`src/rtl/dma_chunk_engine.sv`:
```
// dma_chunk_engine: splits one long MM2S read into datamover commands of at most CHUNK_BYTES,
// checks returned status tags and throttles the stream into the hash FIFO. Watchdog: DMA_CHUNK_TIMEOUT_EN.
module dma_chunk_engine #(
    parameter int DATA_W      = 32,
    parameter int CHUNK_BYTES = 4096,
    parameter int MAX_OUT     = 2,
    parameter int FIFO_AW     = 9,
    parameter int HEADROOM    = 32,
    parameter int TIMEOUT     = 65535
) (
    input  logic              clk_i,
    input  logic              rstn_i,
    input  logic              dma_enable_i,
    input  logic              dma_start_i,
    input  logic [31:0]       dma_base_addr_i,
    input  logic [25:0]       dma_bit_len_i,
    input  logic              consumer_rdy_i,
    output logic [79:0]       cmd_tdata_o,
    output logic              cmd_tvalid_o,
    input  logic              cmd_tready_i,
    input  logic [7:0]        sts_tdata_i,
    input  logic              sts_tvalid_i,
    output logic              sts_tready_o,
    input  logic [DATA_W-1:0] s_tdata_i,
    input  logic              s_tvalid_i,
    input  logic              s_tlast_i,
    output logic              s_tready_o,
    output logic              fifo_wr_en_o,
    output logic [DATA_W-1:0] fifo_wr_data_o,
    input  logic [FIFO_AW-1:0] fifo_wr_count_i,
    output logic              busy_o,
    output logic              done_o,
    output logic              err_o,
    output logic [2:0]        err_code_o,
    output logic [7:0]        dbg_state_o
);
    // All three channels use AXI-Stream rules: a transfer happens on a rising clock edge where
    // tvalid and tready are both 1; the source holds its payload stable until that edge.

    if (CHUNK_BYTES < 1 || CHUNK_BYTES > (1 << 22) || MAX_OUT < 1 || MAX_OUT > 4 || TIMEOUT < 1) begin : g_bad_params
        $error("dma_chunk_engine: parameter out of range");
    end

    typedef enum logic [2:0] {
        S_IDLE  = 3'd0,
        S_ISSUE = 3'd1,
        S_WAIT  = 3'd2,
        S_DRAIN = 3'd3,
        S_DONE  = 3'd4,
        S_ABORT = 3'd5
    } state_t;

    localparam logic [23:0]      CHUNK   = 24'(CHUNK_BYTES);
    localparam logic [2:0]       OUT_MAX = 3'(MAX_OUT);
    localparam logic [FIFO_AW:0] LIMIT   = (FIFO_AW + 1)'((1 << FIFO_AW) - HEADROOM);

    state_t            state_q, state_d;
    logic [31:0]       addr_q, addr_d;
    logic [23:0]       rem_q, rem_d;
    logic [2:0]        out_q, out_d;
    logic [3:0]        issue_tag_q, issue_tag_d;
    logic [3:0]        exp_tag_q, exp_tag_d;
    logic [1:0]        chunk_q, chunk_d;
    logic              last_q, last_d;
    logic              err_q, err_d;
    logic [2:0]        code_q, code_d;
    logic [4:0]        quiet_q, quiet_d;
    logic              start_q, start_edge_q;
    logic              sts_rdy_q, tready_q, wr_en_q, done_q, busy_q;
    logic [DATA_W-1:0] wr_data_q;

    logic        active, cmd_valid, cmd_hs, sts_acc, sts_chk, sts_dec, sts_bad, beat, eof, abort_req;
    logic [23:0] btt_w, bytes;
    logic [2:0]  sts_code;

`ifdef DMA_CHUNK_TIMEOUT_EN
    localparam int WD_W = $clog2(TIMEOUT + 1);
    localparam logic [WD_W-1:0] WD_MAX = WD_W'(TIMEOUT);
    logic [WD_W-1:0] wd_q, wd_d;
`endif

    assign active    = (state_q == S_ISSUE) || (state_q == S_WAIT) || (state_q == S_DRAIN);
    assign cmd_valid = (state_q == S_ISSUE);
    assign cmd_hs    = cmd_valid && cmd_tready_i;
    assign sts_acc   = sts_tvalid_i && sts_rdy_q;
    assign sts_chk   = sts_acc && (state_q != S_IDLE);
    assign sts_dec   = sts_chk && (out_q != 3'd0);
    assign beat      = s_tvalid_i && tready_q;
    assign btt_w     = (rem_q > CHUNK) ? CHUNK : rem_q;
    assign eof       = (btt_w == rem_q);
    assign bytes     = {1'b0, dma_bit_len_i[25:3]} + {23'd0, |dma_bit_len_i[2:0]};
    // A status with nothing outstanding can only be a stray tag, so it is reported as a mismatch.
    assign sts_bad   = !sts_tdata_i[7] || (|sts_tdata_i[6:4]) || (sts_tdata_i[3:0] != exp_tag_q) || (out_q == 3'd0);

    always_comb begin
        sts_code = 3'd4;
        if (sts_tdata_i[6])      sts_code = 3'd1;
        else if (sts_tdata_i[5]) sts_code = 3'd2;
        else if (sts_tdata_i[4]) sts_code = 3'd3;
    end

    always_comb begin
        state_d     = state_q;
        addr_d      = addr_q;
        rem_d       = rem_q;
        issue_tag_d = issue_tag_q;
        exp_tag_d   = exp_tag_q;
        chunk_d     = chunk_q;
        last_d      = last_q;
        err_d       = err_q;
        code_d      = code_q;
        quiet_d     = '0;
        abort_req   = 1'b0;
        out_d       = out_q + {2'b0, cmd_hs} - {2'b0, sts_dec};
`ifdef DMA_CHUNK_TIMEOUT_EN
        wd_d        = '0;
`endif
        if (sts_chk) begin
            exp_tag_d = exp_tag_q + 4'd1;
            if (sts_bad) begin
                abort_req = 1'b1;
                if (!err_q) begin
                    err_d  = 1'b1;
                    code_d = sts_code;
                end
            end
        end
        if (beat && s_tlast_i && state_q != S_IDLE) last_d = 1'b1;
        if (active && !dma_enable_i) begin
            abort_req = 1'b1;
            if (!err_d) begin
                err_d  = 1'b1;
                code_d = 3'd5;
            end
        end
`ifdef DMA_CHUNK_TIMEOUT_EN
        if (active) begin
            if (beat || cmd_hs || sts_acc) begin
                wd_d = '0;
            end else if (wd_q == WD_MAX) begin
                abort_req = 1'b1;
                if (!err_d) begin
                    err_d  = 1'b1;
                    code_d = 3'd6;
                end
            end else begin
                wd_d = wd_q + 1'b1;
            end
        end
`endif
        case (state_q)
            S_IDLE: begin
                // A latched error never blocks a restart: the accepted start is what clears it.
                if (start_edge_q && dma_enable_i && consumer_rdy_i) begin
                    addr_d    = dma_base_addr_i;
                    rem_d     = bytes;
                    exp_tag_d = issue_tag_q;
                    chunk_d   = '0;
                    last_d    = 1'b0;
                    err_d     = 1'b0;
                    code_d    = 3'd0;
                    state_d   = (bytes == 24'd0) ? S_DONE : S_ISSUE;
                end
            end
            S_ISSUE: begin
                if (cmd_hs) begin
                    addr_d      = addr_q + {8'd0, btt_w};
                    rem_d       = rem_q - btt_w;
                    issue_tag_d = issue_tag_q + 4'd1;
                    chunk_d     = chunk_q + 2'd1;
                    if (eof)                   state_d = S_DRAIN;
                    else if (out_d >= OUT_MAX) state_d = S_WAIT;
                end
            end
            S_WAIT:  if (out_q < OUT_MAX) state_d = S_ISSUE;
            S_DRAIN: if (out_q == 3'd0 && last_q) state_d = S_DONE;
            S_DONE:  state_d = S_IDLE;
            S_ABORT: begin
                quiet_d = s_tvalid_i ? 5'd0 : ((quiet_q == 5'd16) ? quiet_q : quiet_q + 5'd1);
                if (out_q == 3'd0 && quiet_q == 5'd16) state_d = S_IDLE;
`ifdef DMA_CHUNK_TIMEOUT_EN
                if (wd_q == WD_MAX) begin
                    state_d = S_IDLE;
                    out_d   = '0;
                end else begin
                    wd_d = wd_q + 1'b1;
                end
`endif
            end
            default: state_d = S_IDLE;
        endcase
        if (active && abort_req) begin
            state_d = S_ABORT;
`ifdef DMA_CHUNK_TIMEOUT_EN
            wd_d = '0;
`endif
        end
    end

    always_ff @(posedge clk_i or negedge rstn_i) begin
        if (!rstn_i) begin
            state_q      <= S_IDLE;
            addr_q       <= '0;
            rem_q        <= '0;
            out_q        <= '0;
            issue_tag_q  <= '0;
            exp_tag_q    <= '0;
            chunk_q      <= '0;
            last_q       <= 1'b0;
            err_q        <= 1'b0;
            code_q       <= '0;
            quiet_q      <= '0;
            start_q      <= 1'b0;
            start_edge_q <= 1'b0;
            sts_rdy_q    <= 1'b0;
            tready_q     <= 1'b0;
            wr_en_q      <= 1'b0;
            wr_data_q    <= '0;
            done_q       <= 1'b0;
            busy_q       <= 1'b0;
        end else begin
            state_q      <= state_d;
            addr_q       <= addr_d;
            rem_q        <= rem_d;
            out_q        <= out_d;
            issue_tag_q  <= issue_tag_d;
            exp_tag_q    <= exp_tag_d;
            chunk_q      <= chunk_d;
            last_q       <= last_d;
            err_q        <= err_d;
            code_q       <= code_d;
            quiet_q      <= quiet_d;
            start_q      <= dma_start_i;
            start_edge_q <= dma_start_i && !start_q;
            sts_rdy_q    <= 1'b1;
            // In ABORT the stream is sunk unconditionally so the datamover can finish its bursts.
            tready_q     <= (state_q == S_ABORT) || (active && ({1'b0, fifo_wr_count_i} < LIMIT));
            wr_en_q      <= beat && active;
            if (beat) wr_data_q <= s_tdata_i;
            done_q       <= (state_q == S_DONE);
            busy_q       <= (state_q != S_IDLE);
        end
    end

`ifdef DMA_CHUNK_TIMEOUT_EN
    always_ff @(posedge clk_i or negedge rstn_i) begin
        if (!rstn_i) wd_q <= '0;
        else         wd_q <= wd_d;
    end
`endif

    assign cmd_tvalid_o   = cmd_valid;
    assign cmd_tdata_o    = cmd_valid ? {4'b0001, 4'b0000, 4'b0000, issue_tag_q, addr_q,
                                         1'b1, eof, 6'b000000, 1'b1, btt_w[22:0]} : 80'd0;
    assign sts_tready_o   = sts_rdy_q;
    assign s_tready_o     = tready_q;
    assign fifo_wr_en_o   = wr_en_q;
    assign fifo_wr_data_o = wr_data_q;
    assign busy_o         = busy_q;
    assign done_o         = done_q;
    assign err_o          = err_q;
    assign err_code_o     = code_q;
    assign dbg_state_o    = {out_q, state_q, chunk_q};

endmodule

```
`config.mk`:
```
export PLATFORM = sky130hd
export DESIGN_NAME = dma_chunk_engine
export DESIGN_NICKNAME = d
export VERILOG_FILES = /design/src/rtl/dma_chunk_engine.sv
export SDC_FILE = /design/constraint.sdc
export NUM_CORES = 1
export LEC_CHECK = 0
export CAP_MARGIN = 10
export CORE_MARGIN = 5
export CORE_UTILIZATION = 40
export DETAILED_ROUTE_END_ITERATION = 8
export PLACE_DENSITY = 0.69
export SLEW_MARGIN = 40
export SYNTH_ARGS = -nofsm -noshare
export SYNTH_HDL_FRONTEND = slang
export SYNTH_SLANG_ARGS = --single-unit
```
`constraint.sdc`:
```
create_clock -name clk_i -period 8 [get_ports clk_i]
set_input_delay 0.8 -clock clk_i [delete_from_list [all_inputs] [get_ports clk_i]]
set_output_delay 0.8 -clock clk_i [all_outputs]
set_load 0.02 [all_outputs]
```
==> results by group, run 1 <==
Run status
  • Status: completed

Detailed routing
  • Residual DRC: 0
  • TritonRoute pass-1 iters: 5
  • Drt total wl: 23600 um
  • Routed Antenna Nets: 0
  • Routed vias/inst: 5.382
  • Vias post-DR: 7718
  • WL per Instance: 16.46 um
  • DR iter-0 viols: 392

Power
  • Internal Power: 2.378 mW
  • Max VDD drop: 0.2371 mV
  • Share of total power in sequential cells: 0.278
  • Pwr/cell area: 368.2 mW/mm^2
  • Psw: 1.746 mW
  • Sw Ratio: 0.4233
  • Power share of the clock group: 0.201
  • Pleak: 4.671 nW
  • Comb pwr share: 0.521

Finish
  • Fin cells: 1434
  • Final Util: 0.5499
  • Synth-to-layout area growth: 34.69%
  • Nets: 1303
  • Diode count: 0
  • Layout fillers: 1851
  • Fraction of final layout cells sized beyond drive strength 1: 0.08333

CTS
  • Resized cells post-CTS: 0
  • Clock tree buffer depth: 2
  • CTS buffer count: 17
  • Hold Buf Count CTS: 0
  • CTS tree: yes
  • Clk sink count: 121
  • Clk slew on worst S/H paths: 60 ps
  • Root buf cell: clkbuf_16
  • Number of setup buffers added after CTS: 0
  • Latest clock arrival within the worst-skew pair: 420 ps
  • H-tree depth: 4

Timing
  • Worst Max-Slew Pin Slew: 778.1 ps
  • Total negative slack: 0 ps
  • Final critical-path share of the clock period: 0.5613
  • Slew Limit Headroom: 0.4742
  • Unrepaired setup endpoints after global routing: false
  • Fmax: 222.7 MHz
  • Tmin final: 4491 ps
  • Slew Viols, Final: 0
  • Setup Viol. Count Final: 0
  • Clock skew: 7.452 ps
  • Final hold violation count: 0

Placed design
  • I/O Buffers: 213
  • Final HPWL DP: 17620 um
  • Placer congestion estimate: 0.8583
  • DP Cell Count: 1402

Yosys
  • Yosys warnings: 0
  • Post-synth EDFFs: 0
  • Sequential share of the synthesized area: 0.3642
  • Distinct cells, synth: 75
  • Flops & latches, synth: 121
  • Synth Instances: 956
  • Syn_area_per_cell: 8.697 um^2
  • Async set-or-reset flop fraction in the synthesized netlist: 1.000
  • Synth Flop Type: dfrtp_1
  • Mapped cell area: 0.008314 mm^2

Min path
  • Worst min-delay path class: primary input to asynchronous set/reset pin

Worst setup path
  • CP arrival: 4770 ps
  • CP max stage cell: dfrtp_1
  • Worst Path Max Fanout: 23
  • Most used cell, CP: a21oi_1
  • CP Launch Type: register
  • Kind of critical path: register to register
  • Critical path cell sequence: nor3_2 > nand4_1 > or2_0 > a21oi_1 > buf_4 > and2_1 > ha_1 > inv_1 > fa_1 > nand2b_1 > a21oi_1 > o211ai_1 > a21oi_1 > o41ai_2 > nor2_1 > a41o_1 > a21oi_1
  • CP max stage delay: 440 ps
  • Worst path required time: 8280 ps
  • Crit end category: register
  • Reg2reg start: rem_q[1]
  • Setup crit start: rem_q[1]

Global routing
  • Grt ovf: 0
  • Vias in the first global route: 7378
  • Initial antenna violation count: 0
  • First-pass GRT wire length: 38090 um
  • GRT Total Usage: 0.1946
  • Pin count of the biggest net entering global routing: 70

Flow run
  • Max-cap violations: 0

Floorplan
  • Boundary pin count: 246
  • Core area: 0.02036 mm^2
  • # rows: 52
  • Die H: 154.2 um
  • Initial Util: 0.4083
  • Die area: 0.02377 mm^2
  • Die Wd: 154.2 um
-- critical path, delay by kind of cell (launching register included) --
kind / cells / cell delay (ps)
compound gates: 7 / 1520
fa+ha+maj: 2 / 580
buf+inv: 2 / 360
flops: 1 / 440
simple gates: 6 / 1430
-- power by group through the flow --
stage	combinational (mW)	sequential, mW	clock [mW]
finish	2.15	1.15	0.829
global route	2.36	1.19	0.871
CTS	2.15	1.14	0.849
detailed placement	2.15	1.15	0
global placement	2.12	1.14	0
floorplan	1.31	1.21	0
-- logic make-up (layout without fill, tap and decap cells) --
kind of cell,Yosys count,count (layout),synth area share
AND/OR/NAND/NOR,344,344,0.2114
multiplexers,40,40,0.05327
other,2,40,0.0009033
adder cells (fa/ha/maj),36,36,0.05598
AO/OA/AOI/OAI,251,251,0.1916
XOR/XNOR,56,56,0.05899
flip-flops,121,121,0.3642
buffers and inverters,106,276,0.06366
-- routing by layer --
layer | wire length [um] | track usage | vias to the layer above | share of wire
met5 | 0 | 0 | - | 0
met4 | 254 | 0.04163 | 0 | 0.011
met3 | 2484 | 0.07935 | 20 | 0.11
met2 | 10710 | 0.3103 | 291 | 0.45
met1 | 10160 | 0.2498 | 3648 | 0.43
li1 | - | - | 3759 | -
-- sequential cells by signal (all words and copies together) (netlist names) --
| name | count |
|---|---|
| err_code_o | 3 |
| out_q | 3 |
| s_tready_o | 1 |
| issue_tag_q | 4 |
| busy_o | 1 |
| exp_tag_q | 4 |
| chunk_q | 2 |
| quiet_q | 5 |
| last_q | 1 |
| sts_tready_o | 1 |
| addr_q | 32 |
| fifo_wr_data_o | 32 |
| start_edge_q | 1 |
| fifo_wr_en_o | 1 |
| rem_q | 24 |
| state_q | 3 |
| start_q | 1 |
| err_o | 1 |
| done_o | 1 |
-- stage by stage --
| stage | cell area, um^2 | power [mW] | hold slack [ps] | setup WS, ps |
|---|---|---|---|---|
| 6_report | 11200 | 4.123 | 366.2 | 3509 |
| 5_1_grt | 11200 | 4.417 | 412.1 | 3123 |
| 4_1_cts | 11190 | 4.147 | 404.8 | 3478 |
| 3_5_place_dp | 10560 | 3.299 | 395.7 | 3531 |
| 3_3_place_gp | 10560 | 3.257 | 381.7 | 3602 |
| 2_1_floorplan | 8457 | 2.524 | 377.7 | 3966 |
-- layout make-up --
class                           count  area (um^2)  share of cell area
Multi-Input combinational cell    767         4916              0.4390
Sequential cell                   121         3028              0.2704
Timing Repair Buffer              221         2197              0.1962
Clock buffer                       19        452.9             0.04045
Tap cell                          270        337.8             0.03017
Clock inverter                     13        180.2             0.01609
Inverter                           23        86.33            0.007710
-- final timing paths --
path                                end  slack [ps]  cells after the start
min                           addr_q[6]         370                      1
max reg2reg                  addr_q[30]        3510                     17
min in group clk_i         start_edge_q         400                      1
min reg2reg                start_edge_q         400                      1
max                          addr_q[30]        3510                     17
max in group asynchronous     rem_q[13]        6650                      2
-- cell usage in the layout, fill, tap and decap left out, types with 5 or more instances in the layout --
master and count:
clkbuf_16 17, nor2b_1 5, mux2_2 34, xnor2_1 35, or2_2 7, nand3_1 25
dfrtp_1 121, o21ai_0 53, buf_4 7, o211ai_1 7, nand2b_1 10, nand4_1 17
a211oi_1 15, and2_1 47, inv_1 22, nor4_1 10, nand2_1 69, a31oi_1 15
o22ai_1 9, clkdlybuf4s50_1 212, nor3_1 22, mux2i_1 6, conb_1 40, o22a_1 6
inv_6 6, a21o_1 13, xor2_1 21, ha_1 34, nor2_1 87, a21oi_1 84
and3_1 20
-- cell usage after synthesis (13+ instances only) --
cell type  count  area share
and2_1        47       0.035
a21oi_1       85       0.051
clkbuf_1      37       0.017
xor2_1        21       0.022
xnor2_1       35       0.037
a31oi_1       15       0.011
inv_1         22      0.0099
nand2_1       69       0.031
nor2_1        88       0.040
a21o_1        13       0.012
mux2_2        34       0.046
and3_1        20       0.015
dfrtp_1      121        0.36
nor3_1        22       0.013
nand3_1       25       0.015
buf_4         30       0.027
a211oi_1      15       0.014
o21ai_0       53       0.032
ha_1          34       0.051
nand4_1       17       0.013
Note: power is estimated with default switching activity, not from simulation.
==> run 2, diff against run 1 <==
- clock period: 8 -> 4.2 ns (I/O delays scaled with it)
==> run 2 against run 1 <==
  * Worst setup slack worse by 3200 ps
  * Via count is 0.32% lower
  * First-iteration DRC count is 10% lower
  * The run now ends with negative hold slack left
==> results by group, run 2 (synthesis gave the netlist of run 1 again) <==
Run status
  • Status: finished with violations
  • Violated checks: negative hold slack

Timing
  • Slew Viols, Final: 0 (unchanged)
  • Final critical-path share of the clock period: 0.9284 (+0.3671)
  • Final hold violation count: 5 (+5)
  • Setup Viol. Count Final: 0 (unchanged)
  • Worst hold slack: -12.10 ps (-378.3 ps)
  • Unrepaired setup endpoints after global routing: false
  • Clock skew: 11.38 ps (+3.932 ps)
  • Total negative slack: 0 ps (unchanged)
  • Worst Max-Slew Pin Slew: 812.1 ps (+34.05 ps)
  • Fmax: 256.5 MHz (+15%)
  • Tmin final: 3899 ps (-591.1 ps)
  • Slew Limit Headroom: 0.4529 (-0.02135)

Worst setup path
  • CP Launch Type: register
  • Kind of critical path: register to register
  • CP arrival: 4210 ps (-560 ps)
  • Worst path required time: 4510 ps (-3770 ps)
  • Worst Path Max Fanout: 12 (-48%)
  • Crit end category: register

Floorplan
  • Die Wd: 154.2 um (unchanged)
  • Die area: 0.02377 mm^2 (unchanged)
  • Boundary pin count: 246 (unchanged)
  • # rows: 52 (unchanged)
  • Die H: 154.2 um (unchanged)
  • Initial Util: 0.4083 (unchanged)
  • Core area: 0.02036 mm^2 (unchanged)

CTS
  • CTS buffer count: 17 (unchanged)
  • Clk slew on worst S/H paths: 70 ps (about the same)
  • Hold Buf Count CTS: 0 (unchanged)
  • Clock tree buffer depth: 2 (unchanged)
  • Number of setup buffers added after CTS: 0 (unchanged)
  • Clk sink count: 121 (unchanged)
  • Latest clock arrival within the worst-skew pair: 420 ps (about the same)
  • CTS tree: yes
  • Resized cells post-CTS: 0 (unchanged)
  • Root buf cell: clkbuf_16
  • H-tree depth: 4 (unchanged)

Finish
  • Fraction of final layout cells sized beyond drive strength 1: 0.1054 (+0.02206)
  • Most frequent cells in the layout: clkdlybuf4s50_1 (212), dfrtp_1 (121), nor2_1 (86), a21oi_1 (81), nand2_1 (68)
  • Final Util: 0.5574 (+0.007496)
  • Diode count: 0 (unchanged)
  • Synth-to-layout area growth: 36.52%
  • Nets: 1325 (+1.7%)
  • Fin cells: 1456 (+1.5%)
  • Commonest non-fill, non-tap cell in the layout: clkdlybuf4s50_1

Detailed routing
  • Routed vias/inst: 5.284 (-1.8%)
  • Residual DRC: 0 (unchanged)
  • Routed Antenna Nets: 0 (unchanged)
  • DR iter-0 viols: 351 (-10%)
  • WL per Instance: 16.71 um (+1.5%)
  • Vias post-DR: 7693 (-0.32%)
  • Drt total wl: 24330 um (+3.1%)
  • TritonRoute pass-1 iters: 4 (-1)

Placed design
  • I/O Buffers: 213 (unchanged)
  • Final HPWL DP: 18180 um (+3.2%)
  • Placer congestion estimate: 0.8318 (-3.1%)
  • DP Cell Count: 1424 (+1.6%)

Power
  • Total power: 7.876 mW (+91%)
  • Max VDD drop: 0.4761 mV (+100%)
  • Pwr/cell area: 693.9 mW/mm^2 (+88%)
  • Pleak: 4.742 nW (+1.5%)

Global routing
  • Initial antenna violation count: 0 (unchanged)
  • Grt ovf: 0 (unchanged)
  • First-pass GRT wire length: 38870 um (+2.1%)
  • GRT Total Usage: 0.1999 (+0.005355)
  • Vias in the first global route: 7411 (+0.45%)
  • Pin count of the biggest net entering global routing: 92 (+31%)

Flow run
  • Max-cap violations: 0 (unchanged)

Min path
  • Worst min-delay path class: primary input to asynchronous set/reset pin
==> run 2: cell types whose count changed in the layout (fill, tap and decap cells not counted), sizes merged <==
cell | previous run | this run
bufinv | 3 | 2
clkinv | 3 | 6
buf | 9 | 31
inv | 30 | 25
clkinvlp | 0 | 4
clkbuf | 19 | 18
==> run 2: cell type report <==
cell class / instances / area (um^2)
Inverter: 23 / 86.33
Clock buffer: 18 / 429.2
Timing Repair Buffer: 243 / 2366
Multi-Input combinational cell: 767 / 4955
Tap cell: 270 / 337.8
Sequential cell: 121 / 3028
Clock inverter: 14 / 148.9
Fill cell: 1855 / 9014
==> run 2: where the power goes <==
group          total, mW  internal [mW]  switching (mW)
clock network       1.46          0.875           0.580
logic               4.26           1.93            2.33
registers           2.16           1.70           0.467
total               7.88           4.50            3.37
==> run 2: critical path: stages (launching register included) <==
cell,delay (ps)
dfrtp_1,410
nor4_4,330
nand4_1,140
or2_0,270
a21oi_2,200
buf_6,170
buf_4,140
and2_1,120
ha_1,290
a211o_1,330
a221oi_2,350
nor3b_1,140
o41a_4,490
a21oi_2,140
nor2_1,50
o22a_1,220
==> run 2: through the flow <==
stage	setup slack, ps	cell area (um^2)	hold slack (ps)
2_1_floorplan	166.4	8457	124.4
3_3_place_gp	149.5	10720	388.1
6_report	300.6	11350	-12.10
5_1_grt	23.75	11350	42.42
3_5_place_dp	51.60	10730	390.4
4_1_cts	17.96	11310	27.03
==> run 2: final timing paths <==
path / startpoint / slack [ps] / depth (start not counted) / end
setup / recovery: rem_q[4] / 300 / 15 / addr_q[25]
hold / removal: rstn_i / -10 / 1 / chunk_q[1]
setup reg to reg: rem_q[4] / 300 / 15 / addr_q[25]
hold reg to reg: start_q / 400 / 1 / start_edge_q
max in group asynchronous: rstn_i / 3340 / 2 / addr_q[22]
min in group clk_i: start_q / 400 / 1 / start_edge_q
==> run 2: layer usage <==
metal,vias to the layer above,wire length [um],GRT usage
li1,3785,-,-
met3,15,2293,0.07237
met2,280,11080,0.3107
met5,-,0,0
met4,0,194,0.03743
met1,3613,10760,0.2717
==> run 3, diff against run 2 <==
- ABC_AREA: unset -> 1
- PLACE_DENSITY: 0.69 -> 0.68
==> run 3 against run 2 <==
  * The run now ends clean
  * Maximum frequency up 6.9%
  * Wire length up 10%
  * Critical path depth up 5
  * Non-clock buffer count down 20
  * Final cell count up 20%
  * Sequential cell count unchanged
  * Clock power about the same
  * Core utilization down 1.7 points
  * Via count up 14%
  * Worst hold slack better by 27 ps
  * First-iteration DRC count up 83%
==> results by group, run 3 <==
Timing
  • Unrepaired setup endpoints after global routing: false
  • Slew Viols, Final: 0 (unchanged)
  • Clock skew: 15.07 ps (+3.684 ps)
  • Total negative slack: 0 ps (unchanged)
  • Final hold violation count: 0 (-5)
  • Final WS setup: 550.6 ps (+250.0 ps)
  • Worst hold slack: 15.39 ps (+27.49 ps)
  • Final critical-path share of the clock period: 0.8689 (-0.05952)
  • Setup Viol. Count Final: 0 (unchanged)
  • Tmin final: 3649 ps (-250.0 ps)
  • Fmax: 274.0 MHz (+6.9%)
  • Worst Max-Slew Pin Slew: 730.4 ps (-81.68 ps)
  • Slew Limit Headroom: 0.5079 (+0.05503)

CTS
  • Hold Buf Count CTS: 0 (unchanged)
  • Resized cells post-CTS: 0 (unchanged)
  • H-tree depth: 4 (unchanged)
  • Clk sink count: 121 (unchanged)
  • CTS buffer count: 17 (unchanged)
  • Number of setup buffers added after CTS: 0 (unchanged)
  • Clk slew on worst S/H paths: 80 ps (about the same)
  • CTS tree: yes
  • Clock tree buffer depth: 2 (unchanged)
  • Root buf cell: clkbuf_16
  • Latest clock arrival within the worst-skew pair: 430 ps (about the same)

Worst setup path
  • Family with the most delay on the worst path: simple AND/OR/NAND/NOR gates
  • CP Launch Type: register
  • CP max stage cell: o21ai_0
  • Most used cell, CP: nand2_1
  • Worst path buffer plus inverter count: 3 (+1)
  • Kind of critical path: register to register
  • CP arrival: 3960 ps (-250 ps)
  • Crit end category: register
  • Critical path cell sequence: nor2_4 > nand2_2 > nor2_2 > inv_2 > nand2_1 > nand2_2 > buf_4 > nor2_1 > ha_1 > nand2_1 > o21ai_0 > a21oi_1 > o21ai_0 > nand3_1 > nand2_1 > nand2_1 > nand2_1 > nand2_1 > o22ai_1 > inv_1
  • Worst path required time: 4510 ps (about the same)
  • Worst Path Max Fanout: 14 (+2)
  • CP max stage delay: 600 ps (+110 ps)

Floorplan
  • Die H: 159.3 um (+3.3%)
  • Die area: 0.02537 mm^2 (+6.7%)
  • Core area: 0.02189 mm^2 (+7.5%)
  • Initial Util: 0.4072 (-0.001091)
  • Die Wd: 159.3 um (+3.3%)
  • # rows: 54 (+3.8%)
  • Boundary pin count: 246 (unchanged)

Yosys
  • Distinct cells, synth: 49 (-35%)
  • Sequential share of the synthesized area: 0.3397 (-0.02449)
  • Synth Instances: 1239 (+30%)
  • Yosys top cell by area: dfrtp_1
  • Mapped cell area: 0.008914 mm^2 (+7.2%)
  • Post-synth EDFFs: 0 (unchanged)
  • Synth top area share: 0.3397 (-0.02449)
  • Synth top area cells: dfrtp_1 (34%), nand2_1 (9.2%), nor2_1 (7.2%), inv_1 (6.8%), ha_1 (4.8%)
  • Flops & latches, synth: 121 (unchanged)
  • Post-synth top cells: nand2_1 (219), nor2_1 (170), inv_1 (161)
  • Yosys warnings: 0 (unchanged)
  • Top-count cell post-synth: nand2_1
  • Synth Flop Type: dfrtp_1
  • Syn_area_per_cell: 7.194 um^2 (-17%)
  • Async set-or-reset flop fraction in the synthesized netlist: 1.000 (unchanged)

Finish
  • Commonest non-fill, non-tap cell in the layout: nand2_1
  • Nets: 1605 (+21%)
  • Layout fillers: 2124 (+15%)
  • Most frequent cells in the layout: nand2_1 (218), clkdlybuf4s50_1 (212), nor2_1 (170), inv_1 (161), dfrtp_1 (121)
  • Diode count: 0 (unchanged)
  • Synth-to-layout area growth: 32.73%
  • Fraction of final layout cells sized beyond drive strength 1: 0.07776 (-0.02763)
  • Fin cells: 1746 (+20%)

Global routing
  • Vias in the first global route: 8643 (+17%)
  • Grt ovf: 0 (unchanged)
  • Pin count of the biggest net entering global routing: 90 (-2.2%)
  • GRT Total Usage: 0.2080 (+0.008093)
  • First-pass GRT wire length: 43860 um (+13%)
  • Initial antenna violation count: 0 (unchanged)

Flow run
  • Max-cap violations: 0 (unchanged)

Detailed routing
  • Routed vias/inst: 5.043 (-4.6%)
  • TritonRoute pass-1 iters: 5 (+1)
  • Drt total wl: 26830 um (+10%)
  • Routed Antenna Nets: 0 (unchanged)
  • Residual DRC: 0 (unchanged)
  • DR iter-0 viols: 643 (+83%)
  • WL per Instance: 15.37 um (-8.0%)
  • Vias post-DR: 8805 (+14%)

Placed design
  • I/O Buffers: 213 (unchanged)
  • Final HPWL DP: 20770 um (+14%)
  • Placer congestion estimate: 0.9367 (+13%)
  • DP Cell Count: 1714 (+20%)
  • Dpl ws: 637.8 ps (+586.2 ps)

Run status
  • Status: completed

Power
  • Max VDD drop: 0.6112 mV (+28%)
  • Total power: 8.892 mW (+13%)
  • Pwr/cell area: 751.6 mW/mm^2 (+8.3%)
  • Pleak: 5.450 nW (+15%)

Min path
  • Worst min-delay path class: primary input to asynchronous set/reset pin
[run 3: cell count changes in the layout (fill, tap and decap cells not counted), moves of 19 or more]
cell / change
nand3_1: +44
o21ai_0: +22
inv_1: +139
a21oi_1: -24
nand2_1: +150
and2_1: -47
and3_1: -19
xnor2_1: -22
buf_4: -19
nor2_1: +84
[run 3: report_power, final]
part / switching, mW / internal (mW)
Combinational: 3.21 / 2.06
Sequential: 0.433 / 1.74
Clock: 0.655 / 0.789
Total: 4.30 / 4.60
[run 3: worst register-to-register path, stage by stage (launching register included)]
cell	delay, ps
dfrtp_1	440
nor2_4	180
nand2_2	120
nor2_2	180
inv_2	40
nand2_1	80
nand2_2	150
buf_4	240
nor2_1	170
ha_1	250
nand2_1	100
o21ai_0	160
a21oi_1	90
o21ai_0	600
nand3_1	220
nand2_1	130
nand2_1	80
nand2_1	80
nand2_1	60
o22ai_1	120
inv_1	50
[run 3: path summary, 6_finish.rpt]
check / start / end / slack (ps) / cells after the start
min: rstn_i / addr_q[17] / 20 / 1
min in group clk_i: start_q / start_edge_q / 410 / 1
max in group asynchronous: rstn_i / rem_q[10] / 3200 / 2
max: rem_q[14] / addr_q[31] / 550 / 20
min reg2reg: start_q / start_edge_q / 410 / 1
max reg2reg: rem_q[14] / addr_q[31] / 550 / 20
[run 3: cell families (layout without fill, tap and decap cells)]
| logic type | Yosys count | after routing | share of synthesized area |
|---|---|---|---|
| adder cells (fa/ha/maj) | 36 | 36 | 0.05222 |
| multiplexers | 32 | 32 | 0.04043 |
| buffers and inverters | 235 | 424 | 0.1137 |
| AND/OR/NAND/NOR | 543 | 543 | 0.2615 |
| XOR/XNOR | 46 | 46 | 0.04520 |
| flip-flops | 121 | 121 | 0.3397 |
| other | 2 | 40 | 0.0008425 |
| AO/OA/AOI/OAI | 224 | 224 | 0.1464 |
[run 3: layout make-up]
class	count	area, um^2	area share
Multi-Input combinational cell	921	5030	0.4251
Clock inverter	15	151.4	0.01280
Inverter	169	634.4	0.05362
Clock buffer	17	425.4	0.03596
Tap cell	280	350.3	0.02961
Timing Repair Buffer	223	2212	0.1870
Sequential cell	121	3028	0.2559
[run 3: metrics by stage]
step | area, um^2 | util
finish | 11830 | 0.5405
global route | 11830 | 0.5405
CTS | 11830 | 0.5403
detailed placement | 11250 | 0.5139
global placement | 11240 | 0.5137
floorplan | 9056 | -
[run 3: layer usage]
layer  global-route usage  up-vias  wire (um)
li1                     -     4414          -
met1               0.2873     4098      12480
met2               0.3363      263      12430
met3              0.03313       30       1455
met4              0.06437        0        465
met5                    0        -          0
